[src/rtl/mmio_pkg.sv]
// mmio_pkg: shared address map defaults, status word layout and store byte-merge helper
package mmio_pkg;

    localparam logic [15:0] OUT0_ADDR = 16'd256;
    localparam logic [15:0] IN0_ADDR  = 16'd272;
    localparam logic [15:0] STAT_ADDR = 16'd320;

    localparam int STAT_IN_LSB  = 0;
    localparam int STAT_OUT_LSB = 16;

    typedef enum logic {
        OUT_IDLE = 1'b0,
        OUT_PEND = 1'b1
    } out_state_e;

    // Only the byte lanes enabled by the store are replaced; the rest keep their old value.
    function automatic logic [31:0] byte_merge(
        input logic [31:0] old_word,
        input logic [31:0] new_word,
        input logic [3:0]  be
    );
        logic [31:0] r;
        for (int i = 0; i < 4; i++) begin
            r[i*8 +: 8] = be[i] ? new_word[i*8 +: 8] : old_word[i*8 +: 8];
        end
        return r;
    endfunction

    // True when two word-granular windows [a, a+4*na) and [b, b+4*nb) share any byte.
    function automatic bit windows_overlap(input int a, input int na, input int b, input int nb);
        return (a < b + 4 * nb) && (b < a + 4 * na);
    endfunction

endpackage

[src/rtl/mmio_in_fifo.sv]
// mmio_in_fifo: power-of-2 depth FIFO with occupancy count, used per input channel
module mmio_in_fifo #(
    parameter int DEPTH = 4,
    parameter int WIDTH = 32
) (
    input  logic             clk,
    input  logic             rst,
    input  logic             push,
    input  logic [WIDTH-1:0] wdata,
    input  logic             pop,
    output logic [WIDTH-1:0] rdata,
    output logic             empty,
    output logic             full
);

    localparam int PW = $clog2(DEPTH);
    localparam int CW = $clog2(DEPTH + 1);

    logic [WIDTH-1:0] mem [DEPTH];
    logic [PW-1:0]    wr_ptr;
    logic [PW-1:0]    rd_ptr;
    logic [CW-1:0]    count;
    logic             do_push;
    logic             do_pop;

    assign empty   = count == '0;
    assign full    = count == CW'(DEPTH);
    assign do_push = push && !full;
    assign do_pop  = pop && !empty;
    assign rdata   = mem[rd_ptr];

    // Pointers wrap naturally because DEPTH is a power of 2; reset discards contents.
    always_ff @(posedge clk) begin
        if (!rst) begin
            wr_ptr <= '0;
            rd_ptr <= '0;
            count  <= '0;
        end else begin
            if (do_push) wr_ptr <= wr_ptr + PW'(1);
            if (do_pop) rd_ptr <= rd_ptr + PW'(1);
            count <= count + CW'(do_push) - CW'(do_pop);
        end
    end

    // Storage array needs no reset; count alone defines which entries are valid.
    always_ff @(posedge clk) begin
        if (do_push) mem[wr_ptr] <= wdata;
    end

endmodule

[src/rtl/mmio_port_bank.sv]
// mmio_port_bank: memory-mapped output/input channel bank with status word on the data-memory bus
module mmio_port_bank
    import mmio_pkg::*;
#(
    parameter int                NUM_IN    = 2,
    parameter int                NUM_OUT   = 2,
    parameter int                ADDR_W    = 16,
    parameter int                DATA_W    = 32,
    parameter logic [ADDR_W-1:0] OUT_BASE  = ADDR_W'(OUT0_ADDR),
    parameter logic [ADDR_W-1:0] IN_BASE   = ADDR_W'(IN0_ADDR),
    parameter logic [ADDR_W-1:0] STAT_ADDR = ADDR_W'(mmio_pkg::STAT_ADDR),
    parameter int                IN_DEPTH  = 4
) (
    input  logic                      clk,
    input  logic                      rst,
    input  logic [ADDR_W-1:0]         Addr,
    input  logic [DATA_W-1:0]         WriteData,
    input  logic [3:0]                ByteEn,
    input  logic                      MemWrite,
    input  logic                      MemRead,
    output logic                      Hit,
    output logic [DATA_W-1:0]         ReadData,
    output logic                      io_stall,
    output logic [NUM_OUT*DATA_W-1:0] out_data,
    output logic [NUM_OUT-1:0]        out_valid,
    input  logic [NUM_OUT-1:0]        out_ready,
    input  logic [NUM_IN*DATA_W-1:0]  in_data,
    input  logic [NUM_IN-1:0]         in_valid,
    output logic [NUM_IN-1:0]         in_ready
);

    localparam int            AW     = ADDR_W - 2;
    localparam logic [AW-1:0] OUT_WI = OUT_BASE[ADDR_W-1:2];
    localparam logic [AW-1:0] IN_WI  = IN_BASE[ADDR_W-1:2];
    localparam logic [AW-1:0] STAT_WI = STAT_ADDR[ADDR_W-1:2];

    if (DATA_W != 32) begin : g_bad_width
        $error("mmio_port_bank: DATA_W must be 32");
    end
    if (NUM_IN < 1 || NUM_IN > 16 || NUM_OUT < 1 || NUM_OUT > 16) begin : g_bad_count
        $error("mmio_port_bank: NUM_IN and NUM_OUT must be 1..16");
    end
    if (IN_DEPTH < 2 || (IN_DEPTH & (IN_DEPTH - 1)) != 0) begin : g_bad_depth
        $error("mmio_port_bank: IN_DEPTH must be a power of 2 >= 2");
    end
    if (windows_overlap(int'(OUT_BASE), NUM_OUT, int'(IN_BASE), NUM_IN) ||
        windows_overlap(int'(OUT_BASE), NUM_OUT, int'(STAT_ADDR), 1) ||
        windows_overlap(int'(IN_BASE), NUM_IN, int'(STAT_ADDR), 1)) begin : g_bad_map
        $error("mmio_port_bank: address windows overlap");
    end

    logic [AW-1:0]      word_idx;
    logic               addr_lsb_unused;
    logic [NUM_OUT-1:0] out_hit;
    logic [NUM_IN-1:0]  in_hit;
    logic               stat_hit;
    logic               rd;
    logic [NUM_OUT-1:0] out_wr;
    logic [NUM_OUT-1:0] out_stall;
    logic [NUM_IN-1:0]  in_pop;
    logic [NUM_IN-1:0]  in_empty;
    logic [NUM_IN-1:0]  in_full;
    logic [DATA_W-1:0]  in_head [NUM_IN];
    logic [DATA_W-1:0]  status;
    logic               alive;

    assign word_idx        = Addr[ADDR_W-1:2];
    assign addr_lsb_unused = ^Addr[1:0];
    assign stat_hit        = word_idx == STAT_WI;
    assign rd              = MemRead && !MemWrite;
    assign out_wr          = out_hit & {NUM_OUT{MemWrite}};
    assign in_pop          = in_hit & {NUM_IN{rd}};
    assign Hit             = (|out_hit) || (|in_hit) || stat_hit;
    assign io_stall        = |out_stall;

    // Word-aligned decode of every channel address in the bank.
    always_comb begin
        out_hit = '0;
        in_hit  = '0;
        for (int k = 0; k < NUM_OUT; k++) out_hit[k] = word_idx == OUT_WI + AW'(k);
        for (int k = 0; k < NUM_IN; k++) in_hit[k] = word_idx == IN_WI + AW'(k);
    end

    // Status: FIFO nonempty flags in the low half, output-idle flags from bit 16.
    always_comb begin
        status = '0;
        for (int k = 0; k < NUM_IN; k++) status[STAT_IN_LSB + k] = !in_empty[k];
        for (int k = 0; k < NUM_OUT; k++) status[STAT_OUT_LSB + k] = !out_valid[k];
    end

    // Load data mux; empty FIFOs and unmapped addresses read as zero.
    always_comb begin
        ReadData = '0;
        if (stat_hit) ReadData = status;
        for (int k = 0; k < NUM_OUT; k++) begin
            if (out_hit[k]) ReadData = out_data[k*DATA_W +: DATA_W];
        end
        for (int k = 0; k < NUM_IN; k++) begin
            if (in_hit[k]) ReadData = in_empty[k] ? '0 : in_head[k];
        end
    end

    // Holds in_ready low through reset and the cycle it is released in.
    always_ff @(posedge clk) begin
        if (!rst) alive <= 1'b0;
        else alive <= 1'b1;
    end

    for (genvar k = 0; k < NUM_OUT; k++) begin : g_out
        out_state_e        state;
        out_state_e        state_nx;
        logic [DATA_W-1:0] data_q;

        assign out_valid[k]                   = state == OUT_PEND;
        assign out_stall[k]                   = out_wr[k] && state == OUT_PEND;
        assign out_data[k*DATA_W +: DATA_W]   = data_q;

        // Channel state and data register; data only changes while IDLE so it is stable when valid.
        always_ff @(posedge clk) begin
            if (!rst) begin
                state  <= OUT_IDLE;
                data_q <= '0;
            end else begin
                state <= state_nx;
                if (state == OUT_IDLE && out_wr[k]) data_q <= byte_merge(data_q, WriteData, ByteEn);
            end
        end

        // A write while PEND stalls even if the consumer accepts this cycle; no bypass.
        always_comb begin
            state_nx = state;
            if (state == OUT_IDLE) state_nx = out_wr[k] ? OUT_PEND : OUT_IDLE;
            else state_nx = out_ready[k] ? OUT_IDLE : OUT_PEND;
        end
    end

    for (genvar k = 0; k < NUM_IN; k++) begin : g_in
        mmio_in_fifo #(
            .DEPTH(IN_DEPTH),
            .WIDTH(DATA_W)
        ) u_fifo (
            .clk  (clk),
            .rst  (rst),
            .push (in_valid[k] && in_ready[k]),
            .wdata(in_data[k*DATA_W +: DATA_W]),
            .pop  (in_pop[k]),
            .rdata(in_head[k]),
            .empty(in_empty[k]),
            .full (in_full[k])
        );

        assign in_ready[k] = rst && alive && !in_full[k];
    end

endmodule

[config.mk]
export PLATFORM = sky130hd
export DESIGN_NAME = mmio_port_bank
export DESIGN_NICKNAME = d
export VERILOG_FILES = /design/src/rtl/mmio_pkg.sv /design/src/rtl/mmio_in_fifo.sv /design/src/rtl/mmio_port_bank.sv
export SDC_FILE = /design/constraint.sdc
export NUM_CORES = 1
export LEC_CHECK = 0
export ABC_AREA = 1
export CAP_MARGIN = 40
export CORE_MARGIN = 3
export CORE_UTILIZATION = 31
export CTS_CLUSTER_DIAMETER = 40
export DETAILED_ROUTE_END_ITERATION = 10
export GPL_TIMING_DRIVEN = 0
export HOLD_SLACK_MARGIN = 0.12
export MAX_ROUTING_LAYER = met4
export PLACE_DENSITY = 0.48
export SLEW_MARGIN = 20
export SYNTH_ARGS = -nofsm -noshare
export SYNTH_HDL_FRONTEND = slang
export SYNTH_SLANG_ARGS = --single-unit
[constraint.sdc]
create_clock -name clk -period 3.7 [get_ports clk]
set_input_delay 0.555 -clock clk [delete_from_list [all_inputs] [get_ports clk]]
set_output_delay 0.555 -clock clk [all_outputs]
set_load 0.005 [all_outputs]
==> impl_metrics.env, run 1 <==
export IMPL_die_area_sq_um=49600
export IMPL_worstPathArrival_ps=3030
export IMPL_met1_length_mm=22.4
export IMPL_top_layer="met4"
export IMPL_synth_edf_count=256
export IMPL_ys_seq_area_share_pct=64.5
export IMPL_vias_per_cell=4.77
export IMPL_hold_buffers=0
export IMPL_syn_num_nets=1530
export IMPL_clock_latency_ps=590
export IMPL_ctsLongestPathBuffers=3
export IMPL_hp_class="input port to flop"
export IMPL_yosysTopAreaCellShare_pct=52.8
export IMPL_layout_nets=1814
export IMPL_cts_max_level=2
export IMPL_start_kind="input port"
export IMPL_num_rows=78
export IMPL_grt_ovfl_total=0
export IMPL_core_sq_um=45900
export IMPL_grt_pass1_vias=10600
export IMPL_crit_required_ps=3140
export IMPL_worst_slack_ps=112
export IMPL_synth_warnings=0
export IMPL_drc_errors=0
export IMPL_syn_avg_cell_area_sq_um=10.5
export IMPL_p_comb_share_pct=3.5
export IMPL_dp_worst_setup_slack_ps=-448
export IMPL_wl_met3_mm=2.72
export IMPL_fillers=4392
export IMPL_root_buffer="clkbuf_16"
export IMPL_critPathCaptureType="output pin"
export IMPL_gp_congestion=0.832
export IMPL_drt_wl_total_mm=48.6
export IMPL_synth_distinct_cells=34
export IMPL_ys_flop_type="edfxtp_1"
export IMPL_ios=226
export IMPL_die_y_um=223
export IMPL_wl_met2_mm=22.1
export IMPL_max_freq_mhz=279
export IMPL_initial_core_util_pct=31.8
export IMPL_seq_area_sq_um=9390
export IMPL_grt_pass1_wl_mm=70.2
export IMPL_synth_area_leader_cell="edfxtp_1"
export IMPL_first_pass_iters=5
export IMPL_vias=11100
export IMPL_antenna_found_initial=0
export IMPL_placedCellCount=2218
export IMPL_p_sw_share_pct=21.0
export IMPL_power_w=0.00973
export IMPL_hold_violations=0
export IMPL_power_share_clock_pct=53.7
export IMPL_cts_tree="done"
export IMPL_crit_fanout=10
export IMPL_yosys_top_cells_count="256 x edfxtp_1, 254 x nor2_1, 213 x nand2_1, 120 x o21ai_0, 118 x inv_1"
export IMPL_async_flop_share_pct=0
export IMPL_power_frac_seq_pct=42.8
export IMPL_clkTransAtPathRegs_ps=50
export IMPL_numCtsBuffers=53
export IMPL_die_w_um=223
export IMPL_slew_headroom_pct=49.9
export IMPL_synth_seq_cells=341
export IMPL_cap_violations=0
export IMPL_syn_inst=1392
export IMPL_grt_usage_pct=19.6
export IMPL_ir_drop_mv=0.301
export IMPL_skew_ps=25.3
export IMPL_outcome="complete, no violations"
export IMPL_power_internal_w=0.00768
export IMPL_portBuffers=218
export IMPL_slew_violations=0
export IMPL_synth_area_leaders="edfxtp_1 53%, dfxtp_1 12%, nor2_1 6.5%, nand2_1 5.5%, o21ai_0 4.1%"
export IMPL_antenna_left=0
export IMPL_drive_gt1_share_pct=11.7
export IMPL_period_needed_ps=3590
export IMPL_mappedNetlistArea_sq_um=14600
export IMPL_multi_input_area_sq_um=4450
export IMPL_min_period_over_period_pct=97.0
export IMPL_grt_max_degree=23
export IMPL_hold_depth=4
export IMPL_rsz0062_at_grt="true"
export IMPL_critical_path_class="input port to output pin"
export IMPL_hpwl_mm=35.3
export IMPL_post_drt_wl_per_cell_um=21.0
export IMPL_p_switching_w=0.00205
export IMPL_drtIter0Drc=720
export IMPL_yosysMostFrequentCell="edfxtp_1"
export IMPL_area_growth_pct=35.5
export IMPL_insertedDiodeCount=0
export IMPL_final_cell_count_no_fill=2317
export IMPL_worst_pin_slew_ps=752
export IMPL_cts_sinks=341
export IMPL_setup_viol=0
export IMPL_p_leak_nw=7.26
export IMPL_powerDensity_nw_per_um2=493
export IMPL_r2r_cells=5
[power groups by stage]
stage | clock, W | combinational, W | sequential [W]
3_5_place_dp | 0 | 0.000344 | 0.00424
3_3_place_gp | 0 | 0.000325 | 0.00425
2_1_floorplan | 0 | 0.000108 | 0.00424
6_report | 0.00522 | 0.000343 | 0.00417
5_1_grt | 0.00548 | 0.000373 | 0.00417
4_1_cts | 0.00530 | 0.000346 | 0.00417
[layer usage]
metal,vias up,GRT usage (%)
met3,77,3.49
met1,5319,26.8
met4,0,6.28
met2,337,29.7
li1,5323,-
met5,-,-
[timing repair]
| item | 4_1_cts | 5_1_grt |
|---|---|---|
| endpoints found under the hold margin | 0 | 0 |
| setup endpoints to repair | 29 | 22 |
| resized for setup | 35 | 25 |
| gates cloned | 0 | 0 |
| buffers inserted | 0 | 3 |
| pin swaps | 0 | 4 |
[metrics by stage]
step / util [%] / hold WS [ps] / area, sq um / setup TNS (ps)
CTS: 42.9 / 368 / 19700 / 0
floorplan: - / 443 / 14600 / 0
global placement: 38.1 / 466 / 17500 / -369910
global route: 43.0 / 402 / 19700 / -1.07
finish: 43.0 / 396 / 19700 / 0
detailed placement: 38.7 / 468 / 17800 / -5070
[cell usage in the layout, fill, tap and decap left out, types with 8 or more instances in the layout]
master / Yosys / routed
edfxtp_1: 256 / 256
nor2_1: 254 / 245
clkdlybuf4s50_1: 0 / 218
nand2_1: 213 / 209
inv_1: 118 / 118
o21ai_0: 120 / 102
dfxtp_1: 85 / 85
o22ai_1: 61 / 61
nand3_1: 58 / 58
clkbuf_16: 0 / 54
mux2i_1: 29 / 29
nand3b_1: 28 / 28
clkbuf_1: 31 / 27
o21ai_1: 17 / 22
nor2_4: 8 / 17
buf_2: 18 / 16
a21oi_1: 15 / 15
o21ai_2: 0 / 13
buf_4: 7 / 12
ha_1: 12 / 12
buf_6: 9 / 10
bufinv_16: 0 / 10
nand2_2: 4 / 8
[worst max-delay path, stage by stage]
cell,delay [ps]
clkdlybuf4s50_1,410
nor2_2,190
nand2_2,80
nor2_4,160
buf_6,180
nand3_2,140
buf_2,280
o21ai_2,290
nand3b_1,210
clkdlybuf4s50_1,530
[worst paths after layout]
path                           start                         to  slack, ps
max                         Addr[15]                ReadData[6]        110
min                        ByteEn[0]         g_out[0].data_q[3]        400
max reg2reg  g_in[1].u_fifo.count[1]  g_in[1].u_fifo.mem[2][26]       1000
min reg2reg  g_in[1].u_fifo.count[2]    g_in[1].u_fifo.count[2]        490
[registers in the layout, indices dropped and copies added (netlist names), named ones only]
name                count
g_in.u_fifo.wr_ptr      4
g_out.data_q           64
g_out.state             2
g_in.u_fifo.count       6
g_in.u_fifo.mem       256
alive                   1
g_in.u_fifo.rd_ptr      4
[cell families after synthesis]
| kind of cell | after synthesis | share of synthesized area [%] |
|---|---|---|
| AO/OA/AOI/OAI | 216 | 7.99 |
| XOR/XNOR | 4 | 0.241 |
| AND/OR/NAND/NOR | 593 | 18.2 |
| adder cells (fa/ha/maj) | 14 | 1.31 |
| buffers and inverters | 195 | 5.82 |
| multiplexers | 29 | 1.99 |
| flip-flops | 341 | 64.5 |
[final cells by class]
class	instances	area share [%]
flip-flops and latches	341	47.6
inverters	123	2.34
repair buffers	229	12.2
well taps	600	3.80
clock buffers	58	6.92
multi-input cells	856	22.6
plain buffers	72	2.10
clock inverters	38	2.50
Power figures use the tool's default switching activity.
==> inputs of run 2 (changes only) <==
--- a/config.mk
+++ b/config.mk
@@ -7,7 +7,7 @@
 export LEC_CHECK = 0
 export ABC_AREA = 1
 export CAP_MARGIN = 40
-export CORE_MARGIN = 3
+export CORE_MARGIN = 1.5
 export CORE_UTILIZATION = 31
 export CTS_CLUSTER_DIAMETER = 40
 export DETAILED_ROUTE_END_ITERATION = 10
==> run 2 against run 1 <==
Final cell count increased by 0.39%. Sequential power about the same. Hold slack improved by 23 ps. Critical path type unchanged. Critical endpoint is now ReadData[5]. Largest power group unchanged. Highest routed layer unchanged.
==> impl_metrics.env, run 2 (synthesized netlist as in run 1, its figures left out) <==
export IMPL_period_needed_ps=3630
export IMPL_worst_pin_slew_ps=779
export IMPL_slew_violations=0
export IMPL_grt_max_degree=23
export IMPL_clock_latency_ps=580
export IMPL_setup_viol=0
export IMPL_ir_drop_mv=0.292
export IMPL_dp_worst_setup_slack_ps=-494
export IMPL_cts_sinks=341
export IMPL_p_leak_nw=7.30
export IMPL_hold_buffers=0
export IMPL_drive_gt1_share_pct=12.0
export IMPL_hp_class="input port to flop"
export IMPL_crit_required_ps=3140
export IMPL_numCtsBuffers=53
export IMPL_powerDensity_nw_per_um2=491
export IMPL_grt_usage_pct=20.6
export IMPL_vias=11100
export IMPL_critPathCaptureType="output pin"
export IMPL_drc_errors=0
export IMPL_grt_pass1_wl_mm=69.7
export IMPL_seq_area_sq_um=9390
export IMPL_root_buffer="clkbuf_16"
export IMPL_finish_utilization_pct=42.6
export IMPL_grt_ovfl_total=0
export IMPL_drt_wl_total_mm=48.4
export IMPL_core_sq_um=46500
export IMPL_clkTransAtPathRegs_ps=50
export IMPL_crit_fanout=10
export IMPL_num_rows=79
export IMPL_hpwl_mm=34.9
export IMPL_gp_congestion=0.811
export IMPL_critical_path_class="input port to output pin"
export IMPL_regMostFlops="g_in.u_fifo.mem"
export IMPL_grt_pass1_vias=10700
export IMPL_start_kind="input port"
export IMPL_area_growth_pct=35.8
export IMPL_multi_input_area_sq_um=4490
export IMPL_worst_slack_ps=71.4
export IMPL_outcome="complete, no violations"
export IMPL_power_w=0.00972
export IMPL_reg_top3="g_in.u_fifo.mem (256), g_out.data_q (64), g_in.u_fifo.count (6)"
export IMPL_post_drt_wl_per_cell_um=20.8
export IMPL_antenna_left=0
export IMPL_slew_headroom_pct=48.0
export IMPL_hold_violations=0
export IMPL_ctsLongestPathBuffers=3
export IMPL_vias_per_cell=4.76
export IMPL_cts_tree="done"
export IMPL_layout_nets=1812
export IMPL_largest_register_ffs=256
export IMPL_layout_common_cells="256 x edfxtp_1, 244 x nor2_1, 217 x clkdlybuf4s50_1"
export IMPL_fillers=4512
export IMPL_final_common_cell="edfxtp_1"
export IMPL_portBuffers=218
export IMPL_initial_core_util_pct=31.4
export IMPL_ios=226
export IMPL_worstPathArrival_ps=3070
export IMPL_die_y_um=220
export IMPL_max_freq_mhz=276
export IMPL_cts_setup_buffers=0
export IMPL_min_period_over_period_pct=98.1
export IMPL_skew_ps=14.6
export IMPL_die_w_um=220
export IMPL_cap_violations=0
export IMPL_cts_max_level=2
export IMPL_first_pass_iters=7
export IMPL_die_area_sq_um=48300
export IMPL_antenna_found_initial=1
export IMPL_drtIter0Drc=768
-- run 2: cell types whose count changed in the layout (fill, tap and decap cells not counted), moves of 3 or more --
| cell | before | now |
|---|---|---|
| o21ai_1 | 22 | 18 |
| buf_4 | 12 | 8 |
| clkinv_4 | 2 | 8 |
| nand2_2 | 8 | 5 |
-- run 2: cell type report --
type                            instances  share of cell area (%)
Clock buffer                           60                    7.05
Multi-Input combinational cell        856                    22.7
Tap cell                              607                    3.84
Timing Repair Buffer                  227                    12.1
Sequential cell                       341                    47.5
Buffer                                 72                    2.10
Clock inverter                         39                    2.40
Inverter                              123                    2.33
Antenna cell                            1                  0.0127
-- run 2: critical path, stage by stage --
cell             delay [ps]
clkdlybuf4s50_1         410
nor2_2                  190
nand2_2                  90
nor2_4                  180
buf_6                   170
nand3_2                 170
clkbuf_4                290
o21ai_2                 280
nand3b_1                200
clkdlybuf4s50_1         520
-- run 2: worst paths after layout --
kind | endpoint | depth (start not counted) | slack (ps) | from
setup / recovery | ReadData[5] | 10 | 70 | Addr[13]
hold / removal | g_out[0].data_q[8] | 4 | 420 | ByteEn[1]
setup reg to reg | g_in[1].u_fifo.count[2] | 12 | 1180 | g_in[1].u_fifo.count[1]
hold reg to reg | g_in[1].u_fifo.count[2] | 1 | 490 | g_in[1].u_fifo.count[2]
-- run 2: report_power, final --
| part | switching, W | internal [W] | leakage [nW] | total (W) |
|---|---|---|---|---|
| Clock | 0.00185 | 0.00336 | 0.904 | 0.00521 |
| Combinational | 0.000191 | 0.000158 | 3.39 | 0.000348 |
| Sequential | 0.0000102 | 0.00416 | 3.00 | 0.00417 |
| Total | 0.00205 | 0.00767 | 7.30 | 0.00972 |
-- run 2: per-stage QoR --
stage	hold slack (ps)	area [sq um]	setup TNS, ps	std cells
6_report	419	19800	0	2326
3_3_place_gp	459	17500	-337920	2217
2_1_floorplan	443	14600	0	1392
5_1_grt	416	19800	-1.31	2326
3_5_place_dp	469	17800	-7630	2225
4_1_cts	389	19700	0	2324
-- run 2: timing repair --
item,in CTS,in global routing
endpoints found under the setup margin,30,27
hold endpoints to repair,0,0
gates resized for setup,45,22
-- run 2: routing by layer --
layer,vias to the layer above,wire (um),GRT usage (%)
met5,-,0,-
met4,0,1140,5.78
met3,56,2920,3.80
met2,340,22300,31.5
met1,5341,22100,27.9
li1,5326,-,-
==> inputs of run 3 (changes only) <==
--- a/config.mk
+++ b/config.mk
@@ -19,3 +19,4 @@
 export SYNTH_ARGS = -nofsm -noshare
 export SYNTH_HDL_FRONTEND = slang
 export SYNTH_SLANG_ARGS = --single-unit
+export TNS_END_PERCENT = 1
==> constraint.sdc (replaced) <==
create_clock -name clk -period 3.43 [get_ports clk]
set_input_delay 0.5145 -clock clk [delete_from_list [all_inputs] [get_ports clk]]
set_output_delay 0.5145 -clock clk [all_outputs]
set_load 0.005 [all_outputs]
==> run 3 against run 2 <==
Register-to-register slack worse by 250 ps. Non-clock buffer count up 2. Routed wire length increased by 0.13%. Sequential cell count is the same. Hold slack worse by 44 ps. First-iteration DRC count grew 7.2%. Global-route usage grew 0.077 points. Critical path type unchanged.
==> impl_metrics.env, run 3 (synthesized netlist as in run 1, its figures left out) <==
export IMPL_grt_use_met1_pct=27.9
export IMPL_die_area_sq_um=48300
export IMPL_cap_violations=0
export IMPL_num_rows=79
export IMPL_cts_max_level=2
export IMPL_hp_class="input port to flop"
export IMPL_skew_ps=12.1
export IMPL_powerDensity_nw_per_um2=524
export IMPL_grt_pass1_wl_mm=70.0
export IMPL_largest_register_ffs=256
export IMPL_initial_core_util_pct=31.4
export IMPL_p_sw_share_pct=21.1
export IMPL_antenna_left=0
export IMPL_p_comb_share_pct=3.6
export IMPL_critPathCaptureType="output pin"
export IMPL_cp_depth=12
export IMPL_start_kind="input port"
export IMPL_vias=11000
export IMPL_vias_per_cell=4.75
export IMPL_grt_pass1_vias=10800
export IMPL_ios=226
export IMPL_crit_family="buffers and inverters"
export IMPL_hold_depth=4
export IMPL_reg_top3="g_in.u_fifo.mem (256), g_out.data_q (64), g_in.u_fifo.count (6)"
export IMPL_drc_errors=0
export IMPL_grt_ovfl_total=0
export IMPL_worstPathArrival_ps=2900
export IMPL_regMostFlops="g_in.u_fifo.mem"
export IMPL_outcome="complete, no violations"
export IMPL_clock_latency_ps=580
export IMPL_layout_common_cells="256 x edfxtp_1, 244 x nor2_1, 216 x clkdlybuf4s50_1"
export IMPL_power_internal_w=0.00827
export IMPL_placedCellCount=2225
export IMPL_clkTransAtPathRegs_ps=50
export IMPL_drive_gt1_share_pct=13.5
export IMPL_crit_required_ps=2920
export IMPL_die_y_um=220
export IMPL_core_sq_um=46500
export IMPL_cts_sinks=341
export IMPL_drt_wl_total_mm=48.4
export IMPL_hold_violations=0
export IMPL_antenna_found_initial=1
export IMPL_crit_fanout=10
export IMPL_r2r_cells=12
export IMPL_finish_utilization_pct=43.1
export IMPL_slew_headroom_pct=47.2
export IMPL_root_buffer="clkbuf_16"
export IMPL_layout_nets=1814
export IMPL_period_needed_ps=3410
export IMPL_use_met3_pct=4.04
export IMPL_hpwl_mm=34.9
export IMPL_gp_congestion=0.811
export IMPL_p_switching_w=0.00221
export IMPL_fillers=4497
export IMPL_numCtsBuffers=53
export IMPL_post_drt_wl_per_cell_um=20.8
export IMPL_grt_util_met2_pct=31.2
export IMPL_drtIter0Drc=823
export IMPL_slew_violations=0
export IMPL_slowest_delay_ps=530
export IMPL_area_growth_pct=37.4
export IMPL_p_leak_nw=7.41
export IMPL_rsz0062_at_grt="true"
export IMPL_critical_path_class="input port to output pin"
export IMPL_ir_drop_mv=0.311
export IMPL_min_period_over_period_pct=99.5
export IMPL_worst_pin_slew_ps=792
export IMPL_final_cell_count_no_fill=2328
export IMPL_setup_viol=0
export IMPL_crit_buf_inv=4
export IMPL_die_w_um=220
export IMPL_max_freq_mhz=293
export IMPL_grt_busiest_layer="met2"
export IMPL_cp_common_cell="nand2_1"
export IMPL_grt_max_degree=23
export IMPL_slowest_stage="clkdlybuf4s50_1"
export IMPL_power_share_clock_pct=53.5
export IMPL_power_frac_seq_pct=42.9
export IMPL_grt_usage_pct=20.6
export IMPL_ctsLongestPathBuffers=3
export IMPL_portBuffers=218
export IMPL_first_pass_iters=7
export IMPL_crit_path_cell_trace="clkdlybuf4s50_1 > inv_1 > nand2_1 > nor2_4 > nand2_1 > nor2_4 > buf_4 > nand2_1 > nand3_1 > nand2_1 > nand2_1 > clkdlybuf4s50_1"
export IMPL_final_common_cell="edfxtp_1"
export IMPL_cts_tree="done"
-- run 3: metrics by stage --
stage | setup WS [ps] | TNS (ps) | power, W | hold WS, ps | instance area (sq um)
finish | 15.9 | 0 | 0.0105 | 376 | 20000
global route | -74.7 | -804 | 0.0108 | 376 | 20000
CTS | -15.0 | -20.3 | 0.0106 | 349 | 19900
detailed placement | -683 | -13830 | 0.00495 | 469 | 17800
global placement | -1620 | -402780 | 0.00493 | 459 | 17500
floorplan | 653 | 0 | 0.00469 | 443 | 14600
-- run 3: worst register-to-register path, cell delays in order, from the launching register on --
cell,delay (ps)
dfxtp_1,400
inv_1,80
nand3_1,220
inv_1,130
nor3_1,270
ha_1,280
inv_1,50
ha_1,130
inv_1,50
fa_1,400
xor2_1,180
o21ai_0,90
a21oi_1,140
-- run 3: path summary, 6_finish.rpt --
kind	start	end	slack [ps]
setup / recovery	Addr[6]	ReadData[17]	20
hold reg to reg	g_in[1].u_fifo.count[2]	g_in[1].u_fifo.count[2]	480
setup reg to reg	g_in[1].u_fifo.count[1]	g_in[1].u_fifo.count[2]	930
hold / removal	ByteEn[1]	g_out[0].data_q[8]	380
-- run 3: power by group through the flow --
| stage | combinational, W | sequential, W | clock, W |
|---|---|---|---|
| after floorplan | 0.000117 | 0.00458 | 0 |
| after global placement | 0.000353 | 0.00458 | 0 |
| after detailed placement | 0.000372 | 0.00458 | 0 |
| after CTS | 0.000377 | 0.00449 | 0.00570 |
| after global routing | 0.000411 | 0.00449 | 0.00589 |
| final | 0.000378 | 0.00449 | 0.00561 |
-- run 3: repair_timing --
| item | in CTS | in global routing |
|---|---|---|
| pin swaps | 1 | 1 |
| endpoints found under the setup margin | 33 | 33 |
| buffers inserted | 2 | 1 |
| hold buffers | 0 | 0 |
| resized for setup | 91 | 27 |
-- run 3: routing by layer --
metal  vias up  routed length (um)
met5         -                   0
met4         0                1320
met3        58                3350
met2       368               22200
met1      5295               21600
li1       5327                   -
-- run 3: final cells by class --
cell class / count / area (sq um) / share of cell area, %
antenna: 1 / 2.50 / 0.0125
sequential: 341 / 9390 / 46.9
tap: 607 / 759 / 3.79
timing repair buffer: 230 / 2430 / 12.1
multi-input combinational: 856 / 4610 / 23.0
inverter: 123 / 462 / 2.31
buffer: 71 / 493 / 2.46
clock buffer: 60 / 1400 / 6.97
clock inverter: 39 / 475 / 2.38
